### src/rtl/calc_display_pkg.sv
// Shared constants for the calculator display path: glyphs and key-code limits.
// Latency: n/a (constants only).
// Backpressure: n/a.
package calc_display_pkg;

    // Active-high glyphs, bit order {g,f,e,d,c,b,a}
    localparam logic [6:0] SEG_0     = 7'b0111111;
    localparam logic [6:0] SEG_1     = 7'b0000110;
    localparam logic [6:0] SEG_2     = 7'b1011011;
    localparam logic [6:0] SEG_3     = 7'b1001111;
    localparam logic [6:0] SEG_4     = 7'b1100110;
    localparam logic [6:0] SEG_5     = 7'b1101101;
    localparam logic [6:0] SEG_6     = 7'b1111101;
    localparam logic [6:0] SEG_7     = 7'b0000111;
    localparam logic [6:0] SEG_8     = 7'b1111111;
    localparam logic [6:0] SEG_9     = 7'b1101111;
    localparam logic [6:0] SEG_A     = 7'b1110111;
    localparam logic [6:0] SEG_B     = 7'b1111100;
    localparam logic [6:0] SEG_C     = 7'b0111001;
    localparam logic [6:0] SEG_D     = 7'b1011110;
    localparam logic [6:0] SEG_E     = 7'b1111001;
    localparam logic [6:0] SEG_F     = 7'b1110001;
    localparam logic [6:0] SEG_BLANK = 7'b0000000;

    // Key codes above this are operators and never enter the digit buffer
    localparam logic [3:0] KEY_DIGIT_MAX = 4'd9;

endpackage

### src/rtl/seven_seg_display_ctrl_if.sv
// Keypad/ALU-side bus of the display controller: key input, word load, clear, buffer readback.
// Latency: n/a (wiring only).
// Backpressure: none; strobes are accepted every cycle.
interface seven_seg_display_ctrl_if #(
    parameter int NUM_DIGITS = 4
);
    logic                      KeyPressed;
    logic [3:0]                keyCode;
    logic                      loadEn;
    logic [4*NUM_DIGITS-1:0]   loadData;
    logic                      clearDisp;
    logic [4*NUM_DIGITS-1:0]   displayValue;
    logic                      entryOverflow;

    modport master (
        output KeyPressed, keyCode, loadEn, loadData, clearDisp,
        input  displayValue, entryOverflow
    );

    modport slave (
        input  KeyPressed, keyCode, loadEn, loadData, clearDisp,
        output displayValue, entryOverflow
    );
endinterface

### src/rtl/hex_to_seg.sv
// Combinational 4-bit hex to active-high 7-segment glyph decode (full 0-F set).
// Latency: 0 cycles (purely combinational).
// Backpressure: none.
module hex_to_seg
    import calc_display_pkg::*;
(
    input  logic [3:0] hex,
    output logic [6:0] seg
);

    // Glyph lookup; polarity is handled by the caller
    always_comb begin
        seg = SEG_BLANK;
        case (hex)
            4'h0: seg = SEG_0;
            4'h1: seg = SEG_1;
            4'h2: seg = SEG_2;
            4'h3: seg = SEG_3;
            4'h4: seg = SEG_4;
            4'h5: seg = SEG_5;
            4'h6: seg = SEG_6;
            4'h7: seg = SEG_7;
            4'h8: seg = SEG_8;
            4'h9: seg = SEG_9;
            4'hA: seg = SEG_A;
            4'hB: seg = SEG_B;
            4'hC: seg = SEG_C;
            4'hD: seg = SEG_D;
            4'hE: seg = SEG_E;
            4'hF: seg = SEG_F;
            default: seg = SEG_BLANK;
        endcase
    end

endmodule

### src/rtl/seven_seg_display_ctrl.sv
// Calculator-style hex digit buffer with time-multiplexed 7-segment scan and leading-zero blanking.
// Latency: buffer visible 1 cycle after press/strobe; pins lag the scan index by 1 cycle.
// Backpressure: none; every press/strobe is accepted, clear > load > key shift-in.
module seven_seg_display_ctrl
    import calc_display_pkg::*;
#(
    parameter int NUM_DIGITS     = 4,
    parameter int REFRESH_DIV    = 50000,
    parameter bit SEG_ACTIVE_LOW = 1'b1,
    parameter bit AN_ACTIVE_LOW  = 1'b1
)(
    input  logic                   CLK,
    input  logic                   RESET,
    seven_seg_display_ctrl_if.slave bus,
    output logic [6:0]             segments,
    output logic [NUM_DIGITS-1:0]  digitSel
);

    localparam int BUF_W = 4 * NUM_DIGITS;
    localparam int IDX_W = $clog2(NUM_DIGITS);
    localparam int PRE_W = $clog2(REFRESH_DIV);

    localparam logic [PRE_W-1:0]      PRE_LAST   = PRE_W'(REFRESH_DIV - 1);
    localparam logic [IDX_W-1:0]      IDX_LAST   = IDX_W'(NUM_DIGITS - 1);
    localparam logic [NUM_DIGITS-1:0] SEL_DIGIT0 = NUM_DIGITS'(1);

    logic                  key_pressed_d;
    logic                  key_press;
    logic [BUF_W-1:0]      buf_q;
    logic                  ovf_q;
    logic [PRE_W-1:0]      pre_q;
    logic [IDX_W-1:0]      scan_idx;
    logic [IDX_W+1:0]      nib_base;
    logic [3:0]            cur_nib;
    logic [BUF_W-1:0]      upper_bits;
    logic                  blank;
    logic [6:0]            glyph;
    logic [6:0]            seg_hi;
    logic [NUM_DIGITS-1:0] sel_onehot;
    logic [6:0]            seg_q;
    logic [NUM_DIGITS-1:0] sel_q;

    // A held key produces exactly one action: only the rising edge counts
    assign key_press = bus.KeyPressed & ~key_pressed_d;

    // Key level history for edge detection; updates even when a press is discarded
    always_ff @(posedge CLK) begin
        if (RESET) begin
            key_pressed_d <= 1'b0;
        end else begin
            key_pressed_d <= bus.KeyPressed;
        end
    end

    // Digit buffer: clear beats load beats key shift-in; overflow flag is sticky until clear/load
    always_ff @(posedge CLK) begin
        if (RESET) begin
            buf_q <= '0;
            ovf_q <= 1'b0;
        end else if (bus.clearDisp) begin
            buf_q <= '0;
            ovf_q <= 1'b0;
        end else if (bus.loadEn) begin
            buf_q <= bus.loadData;
            ovf_q <= 1'b0;
        end else if (key_press && (bus.keyCode <= KEY_DIGIT_MAX)) begin
            buf_q <= {buf_q[BUF_W-5:0], bus.keyCode};
            if (buf_q[BUF_W-1 -: 4] != 4'd0) begin
                ovf_q <= 1'b1;
            end
        end
    end

    assign bus.displayValue  = buf_q;
    assign bus.entryOverflow = ovf_q;

    // Refresh prescaler and scan index: each digit owns REFRESH_DIV consecutive cycles
    always_ff @(posedge CLK) begin
        if (RESET) begin
            pre_q    <= '0;
            scan_idx <= '0;
        end else if (pre_q == PRE_LAST) begin
            pre_q    <= '0;
            scan_idx <= (scan_idx == IDX_LAST) ? '0 : scan_idx + 1'b1;
        end else begin
            pre_q <= pre_q + 1'b1;
        end
    end

    // Current digit select and leading-zero blanking on the live buffer
    always_comb begin
        nib_base   = {scan_idx, 2'b00};
        cur_nib    = buf_q[nib_base +: 4];
        upper_bits = buf_q >> nib_base;
        blank      = (scan_idx != '0) && (upper_bits == '0);
        seg_hi     = blank ? SEG_BLANK : glyph;
        sel_onehot = SEL_DIGIT0 << scan_idx;
    end

    hex_to_seg u_hex_to_seg (
        .hex (cur_nib),
        .seg (glyph)
    );

    // Pin registers with board polarity applied; reset shows an unblanked '0' on digit 0
    always_ff @(posedge CLK) begin
        if (RESET) begin
            seg_q <= SEG_ACTIVE_LOW ? ~SEG_0 : SEG_0;
            sel_q <= AN_ACTIVE_LOW ? ~SEL_DIGIT0 : SEL_DIGIT0;
        end else begin
            seg_q <= SEG_ACTIVE_LOW ? ~seg_hi : seg_hi;
            sel_q <= AN_ACTIVE_LOW ? ~sel_onehot : sel_onehot;
        end
    end

    assign segments = seg_q;
    assign digitSel = sel_q;

endmodule

### src/flat_wrapper.sv
// flat-port wrapper written by rule: the top's interface ports become plain ports
module seven_seg_display_ctrl_flat import calc_display_pkg::*;
#(
    parameter int NUM_DIGITS     = 4,
    parameter int REFRESH_DIV    = 50000,
    parameter bit SEG_ACTIVE_LOW = 1'b1,
    parameter bit AN_ACTIVE_LOW  = 1'b1
)
  (CLK, RESET, segments, digitSel, bus_KeyPressed, bus_keyCode, bus_loadEn, bus_loadData, bus_clearDisp, bus_displayValue, bus_entryOverflow);
  seven_seg_display_ctrl_if #(.NUM_DIGITS(NUM_DIGITS)) bus_i ();
  input  logic CLK;
  input  logic RESET;
  output logic [6:0] segments;
  output logic [NUM_DIGITS-1:0] digitSel;
  input wire logic [$bits(bus_i.KeyPressed)-1:0] bus_KeyPressed;
  input wire logic [$bits(bus_i.keyCode)-1:0] bus_keyCode;
  input wire logic [$bits(bus_i.loadEn)-1:0] bus_loadEn;
  input wire logic [$bits(bus_i.loadData)-1:0] bus_loadData;
  input wire logic [$bits(bus_i.clearDisp)-1:0] bus_clearDisp;
  output wire logic [$bits(bus_i.displayValue)-1:0] bus_displayValue;
  output wire logic [$bits(bus_i.entryOverflow)-1:0] bus_entryOverflow;
  assign bus_i.KeyPressed = bus_KeyPressed;
  assign bus_i.keyCode = bus_keyCode;
  assign bus_i.loadEn = bus_loadEn;
  assign bus_i.loadData = bus_loadData;
  assign bus_i.clearDisp = bus_clearDisp;
  assign bus_displayValue = bus_i.displayValue;
  assign bus_entryOverflow = bus_i.entryOverflow;
  seven_seg_display_ctrl #(.NUM_DIGITS(NUM_DIGITS), .REFRESH_DIV(REFRESH_DIV), .SEG_ACTIVE_LOW(SEG_ACTIVE_LOW), .AN_ACTIVE_LOW(AN_ACTIVE_LOW)) u_core (.CLK(CLK), .RESET(RESET), .bus(bus_i), .segments(segments), .digitSel(digitSel));
endmodule
### config.mk
export PLATFORM = sky130hd
export DESIGN_NAME = seven_seg_display_ctrl_flat
export DESIGN_NICKNAME = d
export VERILOG_FILES = /design/src/rtl/calc_display_pkg.sv /design/src/rtl/seven_seg_display_ctrl_if.sv /design/src/rtl/hex_to_seg.sv /design/src/rtl/seven_seg_display_ctrl.sv /design/src/flat_wrapper.sv
export SDC_FILE = /design/constraint.sdc
export NUM_CORES = 1
export LEC_CHECK = 0
export ABC_AREA = 1
export CAP_MARGIN = 5
export CELL_PAD_IN_SITES_DETAIL_PLACEMENT = 0
export CELL_PAD_IN_SITES_GLOBAL_PLACEMENT = 2
export CORE_UTILIZATION = 29
export DETAILED_ROUTE_END_ITERATION = 10
export PLACE_DENSITY = 0.87
export SYNTH_ARGS = -nofsm -noshare
export SYNTH_HDL_FRONTEND = slang
export SYNTH_HIERARCHICAL = 1
export SYNTH_SLANG_ARGS = --single-unit
### constraint.sdc
create_clock -name CLK -period 5.4 [get_ports CLK]
set_clock_uncertainty 0.05 [all_clocks]
set_input_delay 0.54 -clock CLK [delete_from_list [all_inputs] [get_ports CLK]]
set_output_delay 0.54 -clock CLK [all_outputs]
set_load 0.01 [all_outputs]
Word-level counts from Yosys, hierarchy flattened
Memory sizes are Yosys's and may differ from the RTL's.
Cells that the tools add are included.

storage, ports and cells
  output and inout bits = 28
  input bits = 25
  memories kept = 1
  register bits = 47
  ROM bits = 112

memories
  name              depth  width  rd ports  clocked after memory_dff  wr ports  line              RTL
  (name not given)  16     7      1         0                         0         hex_to_seg.sv:14  case (hex)

operators by class
  shift operators = 3
  add/sub/neg operators = 2
  mux-type cells = 4
  reduce and logical (&&, ||, !) cells = 10
  equality and inequality tests = 2
  bitwise logic cells = 4
  order comparisons = 1

operators with widths
  kind                     number
  $mux W16                 2
  $add A16 B1 Y16 const B  1
  $eq A16 B16 Y1 const B   1
  $logic_not A16 Y1        1
  $shiftx A16 B5 Y4        1
  $shr A16 B4 Y16          1
  $mux W7                  1
  $not A7 Y7               1
  $le A4 B4 Y1 const B     1
  $not A4 Y4               1
  $reduce_bool A2 Y1       2
  $reduce_bool A4 Y1       1
  $reduce_or A2 Y1         2
  $shl A1 B2 Y4 const A    1
  $reduce_or A3 Y1         1
  $add A2 B1 Y2 const B    1
  $eq A2 B2 Y1 const B     1
  $logic_and A1 B1 Y1      2
  $mux W2                  1
  $reduce_and A2 Y1        1
  $and A1 B1 Y1            1
  $not A1 Y1               1

Logic depth before layout (Yosys ltp)
  word-level depth = 5
  gate-level depth with buffers = 13

By module
Netlist, hierarchy kept.

by module, submodules not included
  module                  area each (µm²)  instances  sequential area each (µm²)  cells each
  seven_seg_display_ctrl  2189.6           1          940.9                       313
  hex_to_seg              270.3            1          0.0                         52

Least setup slack after synthesis
OpenSTA, ideal clock, no wires.

  path kind = register to register
  start point = register u_core.scan_idx[0]
  end point = register u_core.seg_q[3] (netlist: u_core/segments[3])
  clock period less this slack = 1746 ps
  library setup time = 70 ps
  slack = 3654 ps
  buffers on the path = 1
  cell stages (with the launch flop) = 13
  data arrival time = 1625 ps
  path through = dfxtp_1 > buf_4 > nand2_1 > nand3_1 > nand2_1 > inv_1 > inv_1 > ha_1 > nand2_1 > o21ai_0 > nand2_1 > nand2_1 > a21oi_1

RTL lines
  what                    line                           RTL
  from (decl)             seven_seg_display_ctrl.sv:32   logic [IDX_W-1:0] scan_idx;
  from (signal assigned)  seven_seg_display_ctrl.sv:84   scan_idx <= (scan_idx == IDX_LAST) ? '0 : scan_idx + 1'b1;
  $shiftx A16 B5 Y4       seven_seg_display_ctrl.sv:93   cur_nib = buf_q[nib_base +: 4];
  via u_core.cur_nib[0]   seven_seg_display_ctrl.sv:34   logic [3:0] cur_nib;
  $mem_v2 Z16 W7          n/a
  via u_core.glyph[3]     seven_seg_display_ctrl.sv:37   logic [6:0] glyph;
  $mux W7                 seven_seg_display_ctrl.sv:96   seg_hi = blank ? SEG_BLANK : glyph;
  $not A7 Y7              seven_seg_display_ctrl.sv:111  seg_q <= SEG_ACTIVE_LOW ? ~seg_hi : seg_hi;
  to (signal assigned)    seven_seg_display_ctrl.sv:108  seg_q <= SEG_ACTIVE_LOW ? ~SEG_0 : SEG_0;
  to (signal assigned)    seven_seg_display_ctrl.sv:111
  to (decl)               seven_seg_display_ctrl.sv:40   logic [6:0] seg_q;

The timed path passes the listed nets, and every way through them passes these cells.
A chain may end at the register's enable or synchronous reset.

Worst setup path after layout
  start point = input port bus_loadEn
  end point = register u_core.buf_q[6] (netlist: u_core/bus.displayValue[6])

on the way
  cells in the longest elaborated chain, start to end = 1

ends and longest elaborated chain
  what                                                   line                          RTL
  from (decl)                                            flat_wrapper.sv:17            input wire logic [$bits(bus_i.loadEn)-1:0] bus_loadEn;
  $mux W16 / $reduce_bool A2 Y1 (equally long branches)  n/a
  to (signal assigned)                                   seven_seg_display_ctrl.sv:64  buf_q <= bus.loadData;
  to (signal assigned)                                   seven_seg_display_ctrl.sv:67  buf_q <= {buf_q[BUF_W-5:0], bus.keyCode};
  to (decl)                                              seven_seg_display_ctrl.sv:29  logic [BUF_W-1:0] buf_q;

Parallel ways exist; a longest one is shown, timed or not.

==> impl_metrics.ini <==
[outcome]
outcome = finished clean

[detailed_routing]
dr.pass1.iters = 4
drt-total-wl_mm = 6.23
vias = 2410
drt_iter0_drc = 86
wl_per_cell_um = 12.0
antenna_left = 0
via_per_inst = 4.65
drc = 0

[setup_path]
critPathMaxStageDelay_ns = 0.76
path_cells = clkdlybuf4s50_1 -> inv_1 -> nand2_1 -> inv_1 -> nand2_1 -> a31oi_1
critPathSlowestCell = clkdlybuf4s50_1
crit_arrival_ns = 2.62
crit_fanout = 20
path_buf_inv = 3
worstReg2RegEnd = u_core/segments[3]
worstSetupStartpointType = primary input
endpoint_kind = register
regToRegSetupSlack_ns = 3.20
critical_path_depth = 6
reg2regPathDepth = 12
worst-setup-path-type = primary input to register
path_delay_family = buffers and inverters
r2r_start = u_core/scan_idx[0]
required_ns = 5.56

[logic_synthesis]
yosysTopAreaCell = dfxtp_1
synth_area_um2 = 2460
avgSynthCellArea_um2 = 6.74
syn_nets = 402
yosysSeqAreaShare_pct = 38.3
ys_top_cells_by_area = dfxtp_1 (38%), nand2_1 (18%), nand3_1 (7.3%), ha_1 (6.1%), inv_1 (6.1%)
synth_cells = 365
synth_ff_type = dfxtp_1
yosysUniqueCellTypes = 29
synth_edf_count = 0
synth-seq-cells = 47
async_reset_ff_share_pct = 0
yosysTopAreaCellShare_pct = 38.3
yosysWarnings = 6

[clock_network]
clk-insertion-delay-late_ns = 0.30
cts_setup_buffers = 0
cts.htree.levels = 2
cts_tree = yes
cts_root_buf = clkbuf_8
cts.repair.resized = 0
path_clk_slew_ns = 0.08
clock_sinks = 47
cts_hold_buf = 0
cts_max_path_buffers = 2
numCtsBuffers = 5

[hold_path]
holdPathEnd = u_core/pre_q[0]
hold_class = register to register
min_from = u_core/pre_q[0]
whs_path_depth = 1

[sta]
rsz0062_at_grt = no
min_period_ns = 2.46
maxSlewHeadroom_pct = 54.9
holdWs_ns = 0.405
tightest_slew_ns = 0.674
finalSetupTns_ns = 0
setup_viol = 0
max_freq_mhz = 407
fin_crit_sh_pct = 45.5
hold_violations = 0
slew_viol_final = 0

[floorplanning]
coreArea_um2 = 8220
initial_utilization_pct = 29.9
die_area_um2 = 8850
dieWidth_um = 94.1
rows = 33
ios = 53
die_height_um = 94.1

[grt]
grt-ovfl-total = 0
grt_util_all_layers_pct = 15.0
antenna_found_initial = 0
grt_max_degree = 21
grt_pass1_wl_mm = 10.5
grt_pass1_vias = 2232

[placed_design]
dp.cells = 512
port_buffers = 52
place_congestion = 0.796
dp_hpwl_mm = 4.65
placed_cell_area_um2 = 3060

[cells_and_area]
final_layout_size_suffix_gt1_share_pct = 4.36
finalNonFillerCells = 518
n_fill_cell = 870
nets = 451
multi_input_area_um2 = 1300
seqCellArea_um2 = 941
final_area_um2 = 3130
area_growth_pct = 27.4
antenna_cells = 0

[power]
vdd_drop_max_uv = 108
power_mw = 0.656
p_leak_nw = 1.19
p_per_area_nw_per_um2 = 209

[run]
drv_cap = 0
[flip-flops by register name, summed over array words and instances, names as in the netlist]
name,count
u_core/digitSel,4
u_core/segments,7
u_core/bus.displayValue,16
u_core/key_pressed_d,1
u_core/scan_idx,2
u_core/bus.entryOverflow,1
u_core/pre_q,16
[per-layer routing]
metal  wire, um  GRT usage [%]
met1       3280           20.2
met2       2630           24.2
met3        267           3.07
met4         50           4.23
met5          0              0
[worst reg2reg max path, delay by kind of cell, from the launching register on]
family	cells	cell delay, ns
buffers and inverters	3	0.43
adders and majority gates	1	0.25
and+or+nand+nor	6	0.50
DFF	1	0.69
AOI/OAI and AO/OA	2	0.22
[per-stage QoR]
stage | utilization [%] | worst slack (ns)
finish | 38.1 | 2.94
global route | 38.1 | 2.75
CTS | 38.1 | 2.96
detailed placement | 37.2 | 2.64
global placement | 37.2 | 2.76
floorplan | - | 3.65
[cell type report]
class / count / area share (%)
Clock buffer: 5 / 2.20
Clock inverter: 1 / 0.240
Inverter: 43 / 5.15
Multi-Input combinational cell: 264 / 41.4
Sequential cell: 47 / 30.0
Tap cell: 105 / 4.19
Timing Repair Buffer: 53 / 16.8
[synth_stat cells (all sizes together), types with 4 or more instances]
cell and n:
nor3 9, inv 42, buf 7, nand4 5
a31oi 13, nand2 117, nor2 32, clkbuf 4
dfxtp 47, ha 12, o21ai 8, nand3 37
a21oi 23
[kinds of logic after synthesis]
kind of cell | share of synthesized area [%]
xor gates and xnor gates | 0.712
adders and majority gates | 6.10
AOI/OAI and AO/OA | 10.4
and+or+nand+nor | 35.5
buffers and inverters | 9.05
DFF | 38.3
[how the worst max path moves through the flow]
| stage | startpoint | end | slack, ns |
|---|---|---|---|
| floorplan | u_core/scan_idx[0] | u_core/segments[3] | 3.65 |
| global placement | bus_loadEn | u_core/bus.displayValue[11] | 2.76 |
| detailed placement | bus_loadEn | u_core/bus.displayValue[5] | 2.64 |
| CTS | bus_loadEn | u_core/bus.displayValue[5] | 2.96 |
| global route | bus_loadEn | u_core/bus.displayValue[9] | 2.75 |
| finish | bus_loadEn | u_core/bus.displayValue[6] | 2.94 |
[where the power goes]
group / leakage (nW) / internal, mW / switching [mW]
Clock: 0.0361 / 0.0862 / 0.116
Combinational: 0.770 / 0.0436 / 0.0462
Sequential: 0.382 / 0.356 / 0.00775
Total: 1.19 / 0.486 / 0.170
[placed cells by master (no fill, tap or decap)]
cell             netlist  routed
a211oi_1               1       1
a21oi_1               22      22
a21oi_2                1       1
a311oi_1               1       1
a31oi_1               13      13
and3_1                 1       1
buf_4                  2       1
clkbuf_8               0       5
clkdlybuf4s50_1        0      52
clkinv_1               1       1
clkinvlp_4             0       1
dfxtp_1               47      47
ha_1                  12      12
inv_1                 40      40
inv_2                  2       2
nand2_1              115     115
nand2_2                2       2
nand3_1               36      36
nand3_2                1       1
nand4_1                5       5
nor2_1                30      30
nor2_2                 1       1
nor2_4                 1       1
nor3_1                 8       8
nor3_2                 1       1
nor3b_1                1       1
o21ai_0                8       8
or2_2                  2       2
xor2_1                 2       2
No activity file was read; power rests on OpenSTA's default activity.
